--- config.mk ---
export PLATFORM = sky130hd
export DESIGN_NAME = mdr_mem_unit
export DESIGN_NICKNAME = d
export VERILOG_FILES = /design/src/rtl/mem_pkg.sv /design/src/rtl/mem_wait_timer.sv /design/src/rtl/mdr_mem_unit.sv
export SDC_FILE = /design/constraint.sdc
export NUM_CORES = 1
export LEC_CHECK = 0
export BUFFER_PORTS_ARGS = -buffer_cell sky130_fd_sc_hd__buf_2
export CAP_MARGIN = 10
export CORE_ASPECT_RATIO = 0.9
export CORE_MARGIN = 1
export CORE_UTILIZATION = 40
export DETAILED_ROUTE_END_ITERATION = 16
export PLACE_DENSITY = 0.78
export RECOVER_POWER = 25
export SLEW_MARGIN = 25
export SYNTH_ARGS = -nofsm -noshare
export SYNTH_HDL_FRONTEND = slang
export SYNTH_SLANG_ARGS = --single-unit
export TNS_END_PERCENT = 30
--- constraint.sdc ---
create_clock -name clk -period 1.7 [get_ports clk]
set_input_delay 0.255 -clock clk [delete_from_list [all_inputs] [get_ports clk]]
set_output_delay 0.255 -clock clk [all_outputs]
set_load 0.1 [all_outputs]
--- src/rtl/mem_pkg.sv ---
// Shared types and defaults for the MDR/MAR memory unit.
package mem_pkg;
  localparam int DATA_W      = 32;
  localparam int ADDR_W_DEF  = 9;
  localparam int TIMEOUT_DEF = 15;

  typedef enum logic [1:0] {
    IDLE    = 2'd0,
    RD_WAIT = 2'd1,
    WR_WAIT = 2'd2,
    DONE    = 2'd3
  } mem_state_t;
endpackage

--- src/rtl/mem_wait_timer.sv ---
// Wait-cycle counter for an outstanding memory access; expired_o flags the last allowed wait cycle.
// Latency: combinational expiry from the count register; backpressure: none, counts while inc_i.
module mem_wait_timer
  import mem_pkg::*;
#(
  parameter int TIMEOUT = TIMEOUT_DEF
) (
  input  logic clk,
  input  logic rst_n,
  input  logic clr_i,
  input  logic inc_i,
  output logic expired_o
);
  localparam int CW = $clog2(TIMEOUT + 1);

  logic [CW-1:0] cnt_q, cnt_d;

  always_comb begin
    cnt_d = cnt_q;
    if (clr_i)      cnt_d = '0;
    else if (inc_i) cnt_d = cnt_q + 1'b1;
  end

  always_ff @(posedge clk or negedge rst_n) begin
    if (!rst_n) cnt_q <= '0;
    else        cnt_q <= cnt_d;
  end

  // The increment at this edge would make the count reach TIMEOUT.
  assign expired_o = (cnt_q == CW'(TIMEOUT - 1));
endmodule

--- src/rtl/mdr_mem_unit.sv ---
// MAR/MDR register pair with req/ack single-word memory access; busy stalls the sequencer.
// Optional MEM_TIMEOUT_EN macro adds an abort-on-timeout wait counter and a sticky err flag.
module mdr_mem_unit
  import mem_pkg::*;
#(
  parameter int ADDR_W  = ADDR_W_DEF,
  parameter int TIMEOUT = TIMEOUT_DEF
) (
  input  logic              clk,
  input  logic              rst_n,
  input  logic [DATA_W-1:0] bus_data,
  input  logic              mar_in,
  input  logic              mdr_in,
  input  logic              read,
  input  logic              write,
  output logic [DATA_W-1:0] mdr_data,
  output logic [ADDR_W-1:0] mem_addr,
  output logic [DATA_W-1:0] mem_wdata,
  output logic              mem_req,
  output logic              mem_we,
  input  logic [DATA_W-1:0] mem_rdata,
  input  logic              mem_ack,
  output logic              busy,
  output logic              done,
  output logic              err
);
  mem_state_t        state_q;
  logic [ADDR_W-1:0] mar_q;
  logic [DATA_W-1:0] mdr_q;
  logic              waiting;
  logic              start;
  logic              tmo_hit;

  assign waiting = (state_q == RD_WAIT) || (state_q == WR_WAIT);
  assign start   = (state_q == IDLE) && (read || write);

`ifdef MEM_TIMEOUT_EN
  logic tmr_expired;
  logic err_q;

  mem_wait_timer #(.TIMEOUT(TIMEOUT)) u_wait_timer (
    .clk      (clk),
    .rst_n    (rst_n),
    .clr_i    (start),
    .inc_i    (waiting && !mem_ack),
    .expired_o(tmr_expired)
  );

  assign tmo_hit = waiting && tmr_expired && !mem_ack;

  always_ff @(posedge clk or negedge rst_n) begin
    if (!rst_n)       err_q <= 1'b0;
    else if (tmo_hit) err_q <= 1'b1;
  end

  assign err = err_q;
`else
  assign tmo_hit = 1'b0;
  assign err     = 1'b0;
`endif

  // Ack is checked ahead of timeout so a same-cycle ack completes normally.
  always_ff @(posedge clk or negedge rst_n) begin
    if (!rst_n) begin
      state_q <= IDLE;
      mar_q   <= '0;
      mdr_q   <= '0;
    end else begin
      case (state_q)
        IDLE: begin
          if (mar_in) mar_q <= bus_data[ADDR_W-1:0];
          if (mdr_in) mdr_q <= bus_data;
          if (read)       state_q <= RD_WAIT;
          else if (write) state_q <= WR_WAIT;
        end
        RD_WAIT: begin
          if (mem_ack) begin
            mdr_q   <= mem_rdata;
            state_q <= DONE;
          end else if (tmo_hit) begin
            state_q <= DONE;
          end
        end
        WR_WAIT: begin
          if (mem_ack || tmo_hit) state_q <= DONE;
        end
        default: state_q <= IDLE;
      endcase
    end
  end

  assign mdr_data  = mdr_q;
  assign mem_wdata = mdr_q;
  assign mem_addr  = mar_q;
  assign mem_req   = waiting;
  assign mem_we    = (state_q == WR_WAIT);
  assign busy      = waiting;
  assign done      = (state_q == DONE);
endmodule

==> impl_metrics.csv, run 1 <==
group,metric,value,unit
cells_and_area,nNetsFinal,384,
clock_network,clock_path_buffers,2,
run_status,outcome,"finished, violations left",
timing,worst_slew_pin_slew,621.0,ps
cells_and_area,regArea,1077,sq um
logic_synthesis,ys_ff_latch,43,
timing,finalCritPeriodShare,1.004,
setup_path,cp_max_fo,8,
cells_and_area,mostFrequentLayoutCells,"142 x buf_2, 42 x mux2_2, 42 x dfrtp_1",
logic_synthesis,synthXorXnorAreaFrac,0,
timing,setup-violations-final,15,
die,core,5856,sq um
die,fp.dieW,85.42,um
global_routing,antenna_found_initial,0,
routing,route.detailed.drc,0,
logic_synthesis,synthMuxAreaShare,0.3856,
timing,fmax,585.9,MHz
timing,hold_viol_final,0,
routing,routed_via_density,4.692,
setup_path,cp.arrival,1880,ps
setup_path,r2r-start,"state_q[1]$_DFFE_PN0P_",
hold_path,min_from,"bus_data[6]",
clock_network,cts_made_buffers,5,
clock_network,clock_latency,280,ps
hold_path,whs_path_depth,2,
routing,drt-total-wl,5.511,mm
die,start_util,0.4278,
global_routing,overflow,0,
placement,placed_cells,365,
timing,drv_slew,0,
logic_synthesis,synth_compound_area_frac,0.01349,
placement,portBuffers,147,
setup_path,critical_path_class,"register to register",
placement,dp_hpwl,4.015,mm
setup_path,crit_path_end_kind,"register",
global_routing,grt_first_pass_wirelength,8.694,mm
logic_synthesis,syn_area_per_cell,13.99,sq um
cells_and_area,fill_cells,486,
logic_synthesis,synth_nets,256,
logic_synthesis,synthCells,179,
die,dieArea,6583,sq um
timing,slew_headroom,0.5860,
setup_path,worstReg2RegEnd,"mdr_data[24]$_DFFE_PN0P_",
setup_path,reg2reg_slack,-7,ps
routing,routed-via-count,1769,
setup_path,rr_worst_depth,7,
setup_path,critical_path_required,1870,ps
clock_network,numClockSinks,43,
global_routing,grt_max_degree,33,
cells_and_area,final_common_cell,"buf_2",
logic_synthesis,yosys.area_share.simple,0.009491,
run_status,violations,"setup timing",
global_routing,grt_pass1_vias,1840,
cells_and_area,layout-drive-gt1-share,0.8143,
logic_synthesis,yosysSeqAreaShare,0.4296,
placement,place.gp.congestion,0.7368,
die,ios,149,
die,die_h,77.08,um
routing,drt-wirelength-per-cell,14.62,um
cells_and_area,n_antenna_cell,0,
routing,drtAntennaViolNets,0,
logic_synthesis,syn_area,2505,sq um
logic_synthesis,synth_top_family_by_area,"multiplexers",
routing,drtIter0Drc,26,
hold_path,worst_hold_path.endpoint,"mem_addr[6]$_DFFE_PN0P_",
logic_synthesis,ys_warn_count,0,
clock_network,htreeDepth,2,
clock_network,cts.clk_slew.worst_paths,80,ps
hold_path,hp-class,"input port to register",
timing,period_minus_slack,1707,ps
timing,final.setup.worst_slack,-6.665,ps
clock_network,cts_tree,"done",
setup_path,crit_path_start_kind,"register",
clock_network,cts_root_buffer,"clkbuf_8",
logic_synthesis,synth_cell_types,16,
timing,finalClockSkew,5.810,ps
cells_and_area,finalNonFillerCells,377,
run,cap_violations,0,
die,rows,26,
global_routing,grtUsageTotal,0.1670,
logic_synthesis,synthAdderAreaFrac,0.02997,
timing,grt_setup_unrepaired,"true",
cells_and_area,synthToLayoutAreaGrowth,37.36,%
cells_and_area,multiInputGateArea,1160,sq um
routing,first_pass_iters,4,
## sequential cells by signal, summed over array words and instances, names as in the netlist
signal    flops
mem_addr      9
mdr_data     32
state_q       2
## synth_stat cells, drive strengths merged
library cell | instances | area share
a21oi | 3 | 0.010
buf | 41 | 0.13
conb | 1 | 0.0015
dfrtp | 43 | 0.43
ha | 6 | 0.030
inv | 3 | 0.0045
mux2 | 74 | 0.38
mux2i | 2 | 0.0080
nand2 | 1 | 0.0015
nor2 | 2 | 0.0030
nor2b | 2 | 0.0050
o21bai | 1 | 0.0030
## layout make-up
type                    count  share of cell area
well taps                  70             0.02545
flip-flops and latches     43              0.3131
repair buffers            162              0.2949
clock buffers               6             0.02400
clock inverters             1            0.001455
inverters                   3            0.004000
multi-input cells          92              0.3371
## timing repair
| action | in CTS | in global routing |
|---|---|---|
| hold buffers | 1 | 0 |
| pin swaps | 0 | 0 |
| hold endpoints to repair | 18 | 0 |
| gates cloned | 0 | 3 |
| buffers inserted | 0 | 2 |
| setup endpoints to repair | 4 | 35 |
| resized for setup | 3 | 8 |
## per-layer routing
layer	track usage	routed length, um	vias to the layer above
met5	0	0	-
met4	0.06167	51	0
met3	0.03983	330	6
met2	0.3016	2811	78
met1	0.1898	2317	848
li1	-	-	837
## logic make-up (layout without fill, tap and decap cells)
| logic type | Yosys count | in the layout |
|---|---|---|
| other cells | 1 | 1 |
| fa+ha+maj | 6 | 6 |
| flops | 43 | 43 |
| compound gates | 4 | 4 |
| simple gates | 5 | 5 |
| buf+inv | 44 | 172 |
| mux | 76 | 76 |
## worst max path at each step
stage / startpoint / cells past startpoint / endpoint / slack (ps)
after floorplan: state_q[1]$_DFFE_PN0P_ / 7 / mdr_data[0]$_DFFE_PN0P_ / 4
after global placement: state_q[1]$_DFFE_PN0P_ / 5 / mdr_data[18]$_DFFE_PN0P_ / 50
after detailed placement: state_q[0]$_DFFE_PN0P_ / 6 / mdr_data[19]$_DFFE_PN0P_ / 20
after CTS: state_q[0]$_DFFE_PN0P_ / 5 / mem_req / 3
after global routing: state_q[1]$_DFFE_PN0P_ / 7 / mdr_data[3]$_DFFE_PN0P_ / -50
final: state_q[1]$_DFFE_PN0P_ / 7 / mdr_data[24]$_DFFE_PN0P_ / -7
## through the flow
step                TNS, ps  area, sq um    util  hold WS (ps)  worst slack [ps]
floorplan                 0         2526       -        -40.59             3.946
global placement          0         3217  0.5494         232.2             48.12
detailed placement        0         3217  0.5494         245.8             20.12
CTS                       0         3322  0.5673         201.5             3.077
global route          -1118         3441  0.5876         201.7            -52.90
finish               -51.34         3441  0.5876         213.5            -6.665
## worst max-delay path, cell delays in order (launching register included)
cell and delay (ps):
dfrtp_1 390, inv_2 110, ha_4 190, mux2i_4 250
a21oi_4 50, buf_12 140, clkbuf_16 160, mux2_4 290
Power of run 1 is not shown: default switching activity piles up to over one toggle a cycle in this logic, so the estimate is an artifact.
==> run 2: changes to the inputs <==
CORE_ASPECT_RATIO = 1.2   (was 0.9)
==> impl_metrics.csv, run 2 (same netlist as run 1, synthesis figures left out) <==
group,metric,value,unit
global_routing,grt_pass1_vias,1691,
cells_and_area,finalNonFillerCells,385,
cells_and_area,n_antenna_cell,0,
cells_and_area,nNetsFinal,379,
die,rows,31,
hold_path,hp-class,"input port to register",
setup_path,cp_max_fo,16,
die,dieArea,6584,sq um
setup_path,crit_path_start_kind,"register",
clock_network,htreeDepth,2,
clock_network,cts.clk_slew.worst_paths,80,ps
cells_and_area,fill_cells,546,
placement,dp_hpwl,4.012,mm
cells_and_area,largest_register_ffs,32,
routing,drtAntennaViolNets,0,
setup_path,critical_path_required,1870,ps
global_routing,grt_first_pass_wirelength,7.893,mm
clock_network,cts_made_buffers,5,
routing,routed-via-count,1750,
clock_network,clock_path_buffers,2,
setup_path,reg2reg_slack,20,ps
placement,portBuffers,147,
timing,fmax,595.3,MHz
global_routing,overflow,0,
timing,period_minus_slack,1680,ps
global_routing,grt_max_degree,44,
timing,worst_slew_pin_slew,1062,ps
die,fp.dieW,74.24,um
die,die_h,88.69,um
setup_path,crit_chain,"inv_2 > ha_2 > buf_4 > mux2_2 > mux2_4",
setup_path,max_stage_delay,400,ps
timing,hold_viol_final,0,
routing,drtIter0Drc,75,
setup_path,crit_slowest_cell,"dfrtp_1",
routing,routed_via_density,4.545,
setup_path,crit_path_end_kind,"register",
routing,first_pass_iters,4,
clock_network,cts_hold_buf,0,
routing,drt-wirelength-per-cell,13.40,um
timing,grt_setup_unrepaired,"true",
timing,finalClockSkew,9.594,ps
die,start_util,0.4140,
clock_network,cts_root_buffer,"clkbuf_8",
placement,placed_cells,378,
cells_and_area,mostFrequentLayoutCells,"144 x buf_2, 44 x mux2_2, 43 x dfrtp_1",
run,cap_violations,0,
timing,drv_slew,0,
cells_and_area,layout-drive-gt1-share,0.8086,
clock_network,cts_tree,"done",
timing,setup-violations-final,0,
clock_network,cts_resized,0,
timing,final.setup.tns,0,ps
setup_path,critical_path_class,"register to register",
setup_path,cp.arrival,1850,ps
placement,place.gp.congestion,0.7357,
timing,slew_headroom,0.2921,
timing,finalCritPeriodShare,0.9881,
die,core,6051,sq um
run_status,outcome,"complete, no violations",
cells_and_area,synthToLayoutAreaGrowth,30.97,%
global_routing,antenna_found_initial,0,
die,ios,149,
routing,drt-total-wl,5.160,mm
clock_network,cts_setup_buffers,0,
clock_network,clock_latency,290,ps
cells_and_area,final_common_cell,"buf_2",
clock_network,numClockSinks,43,
routing,route.detailed.drc,0,
global_routing,grtUsageTotal,0.1586,
[run 2: cell types whose count changed in the layout (fill, tap and decap cells not counted), sizes merged]
cell / change
dlygate4sd3: -1
clkbuf: -5
buf: +1
clkinvlp: +1
[run 2: cell type report]
type	count	area (sq um)	share of cell area
Multi-Input combinational cell	92	1127	0.3436
Sequential cell	43	1076	0.3280
Timing Repair Buffer	157	878.3	0.2677
Tap cell	82	102.6	0.03127
Clock buffer	6	72.57	0.02212
Clock inverter	2	12.51	0.003814
Inverter	3	11.26	0.003432
[run 2: routing by layer]
metal,wire length [um],GRT usage,up-vias
li1,-,-,823
met1,2031,0.1904,849
met2,2786,0.2826,73
met3,271,0.03417,5
met4,72,0.04631,0
met5,0,0,-
[run 2: final timing paths]
check,startpoint,to,cells past startpoint
setup / recovery,state_q[1]$_DFFE_PN0P_,mdr_data[14]$_DFFE_PN0P_,5
hold / removal,bus_data[5],mem_addr[5]$_DFFE_PN0P_,2
setup reg to reg,state_q[1]$_DFFE_PN0P_,mdr_data[14]$_DFFE_PN0P_,5
hold reg to reg,mem_addr[2]$_DFFE_PN0P_,mem_addr[2]$_DFFE_PN0P_,1
max in group asynchronous,rst_n,mdr_data[10]$_DFFE_PN0P_,2
min in group asynchronous,rst_n,mdr_data[31]$_DFFE_PN0P_,2
[run 2: metrics by stage]
stage                       util  hold WS, ps  area, sq um  worst slack, ps
after global placement    0.5292        363.7         3202            73.79
after floorplan                -       -40.59         2526            3.946
after global routing      0.5422        192.5         3281           -49.65
final                     0.5422        215.6         3281            20.29
after CTS                 0.5420        44.09         3279            6.058
after detailed placement  0.5292        373.4         3202            23.64
[run 2: critical path, delay by kind of cell, from the launching register on]
family / cells / cell delay, ps
mux: 2 / 620
flops: 1 / 400
buf+inv: 2 / 330
fa+ha+maj: 1 / 200
Power of run 2 is left out for the same reason.
==> run 3: changes to the inputs <==
PLACE_DENSITY = 0.83   (was 0.78)
==> impl_metrics.csv, run 3 (same netlist as run 1, synthesis figures left out) <==
group,metric,value,unit
setup_path,cp.arrival,1910,ps
clock_network,cts_tree,"done",
cells_and_area,regArea,1077,sq um
routing,drtAntennaViolNets,0,
run_status,outcome,"finished, violations left",
global_routing,antenna_found_initial,0,
timing,grt_setup_unrepaired,"true",
cells_and_area,final_common_cell,"buf_2",
timing,slew_headroom,0.2760,
setup_path,critical_path_class,"register to register",
routing,first_pass_iters,4,
placement,preCtsSetupSlack,2.195,ps
global_routing,grt_first_pass_wirelength,8.038,mm
setup_path,path_delay_family,"multiplexers",
cells_and_area,mostFrequentLayoutCells,"142 x buf_2, 43 x mux2_2, 42 x dfrtp_1",
cells_and_area,largest_register_ffs,32,
global_routing,grtUsageTotal,0.1625,
clock_network,htreeDepth,2,
cells_and_area,multiInputGateArea,1160,sq um
placement,portBuffers,147,
run,cap_violations,0,
timing,finalCritPeriodShare,1.019,
cells_and_area,fill_cells,512,
clock_network,cts.clk_slew.worst_paths,80,ps
cells_and_area,synthToLayoutAreaGrowth,40.36,%
run_status,violations,"setup timing",
setup_path,crit_path_end_kind,"register",
global_routing,overflow,0,
routing,drt-total-wl,5.709,mm
clock_network,numClockSinks,43,
timing,worst_slew_pin_slew,1086,ps
cells_and_area,layout-drive-gt1-share,0.8179,
setup_path,crit_path_start_kind,"register",
setup_path,max_stage_delay,450,ps
cells_and_area,n_antenna_cell,0,
clock_network,clock_latency,290,ps
die,dieArea,6584,sq um
placement,dp_hpwl,4.023,mm
die,core,6051,sq um
setup_path,crit_buf_inv,2,
die,start_util,0.4140,
placement,place.gp.congestion,0.7954,
setup_path,crit_chain,"ha_4 > mux2i_4 > a21oi_4 > buf_6 > clkbuf_16 > mux2_4",
routing,drt-wirelength-per-cell,14.45,um
die,rows,31,
routing,routed_via_density,4.587,
clock_network,cts_root_buffer,"clkbuf_8",
timing,final.setup.worst_slack,-32.29,ps
global_routing,grt_max_degree,33,
clock_network,clock_path_buffers,2,
timing,finalClockSkew,7.647,ps
setup_path,cp_max_fo,7,
setup_path,crit_slowest_cell,"dfrtp_2",
setup_path,critical_path_required,1880,ps
placement,place_area,3219,sq um
timing,hold_viol_final,0,
clock_network,cts_made_buffers,5,
die,fp.dieW,74.24,um
global_routing,grt_pass1_vias,1759,
cells_and_area,nNetsFinal,389,
routing,route.detailed.drc,0,
routing,drtIter0Drc,18,
timing,setup-violations-final,26,
die,die_h,88.69,um
die,ios,149,
timing,drv_slew,0,
timing,period_minus_slack,1732,ps
cells_and_area,design_area,3516,sq um
hold_path,hp-class,"input port to register",
routing,routed-via-count,1812,
timing,fmax,577.3,MHz
[run 3: changes by cell type in the layout (fill, tap and decap cells not counted), moves of 2 or more]
cell       change
buf_6          +6
buf_2          -2
ha_2           -2
ha_4           +2
clkbuf_16      +3
[run 3: final cells by class]
cell class                      instances  area share
Clock inverter                          2    0.009964
Tap cell                               82     0.02918
Timing Repair Buffer                  167      0.2979
Multi-Input combinational cell         92      0.3299
Sequential cell                        43      0.3064
Clock buffer                            6     0.02349
Inverter                                3    0.003203
[run 3: per-stage QoR]
step / TNS [ps] / utilization / hold slack (ps) / instances
floorplan: 0 / - / -40.59 / 179
global placement: 0 / 0.5321 / 231.2 / 377
detailed placement: 0 / 0.5321 / 248.7 / 377
CTS: -21.93 / 0.5544 / 203.2 / 386
global route: -2158 / 0.5811 / 204.2 / 395
finish: -455.3 / 0.5811 / 211.0 / 395
[run 3: final timing paths]
kind | start | to | slack [ps] | cells past startpoint
worst min register to register | mem_addr[1]$_DFFE_PN0P_ | mem_addr[1]$_DFFE_PN0P_ | 510 | 1
worst max register to register | state_q[0]$_DFFE_PN0P_ | mdr_data[14]$_DFFE_PN0P_ | -30 | 6
max in group asynchronous | rst_n | mem_addr[0]$_DFFE_PN0P_ | 230 | 3
worst min-delay path | bus_data[5] | mem_addr[5]$_DFFE_PN0P_ | 210 | 2
min in group asynchronous | rst_n | state_q[1]$_DFFE_PN0P_ | 680 | 2
worst max-delay path | state_q[0]$_DFFE_PN0P_ | mdr_data[14]$_DFFE_PN0P_ | -30 | 6
[run 3: repair_timing]
action,4_1_cts,5_1_grt
endpoints found under the hold margin,18,0
setup buffers,0,5
hold buffers,1,0
gates cloned,0,4
resized for setup,3,10
endpoints found under the setup margin,4,35
[run 3: metal layers]
metal / GRT usage / vias up / wire, um
met5: 0 / - / 0
met4: 0.06003 / 0 / 97
met3: 0.02961 / 8 / 257
met2: 0.3066 / 72 / 3224
met1: 0.1787 / 880 / 2129
li1: - / 852 / -
Power of run 3 is left out for the same reason.
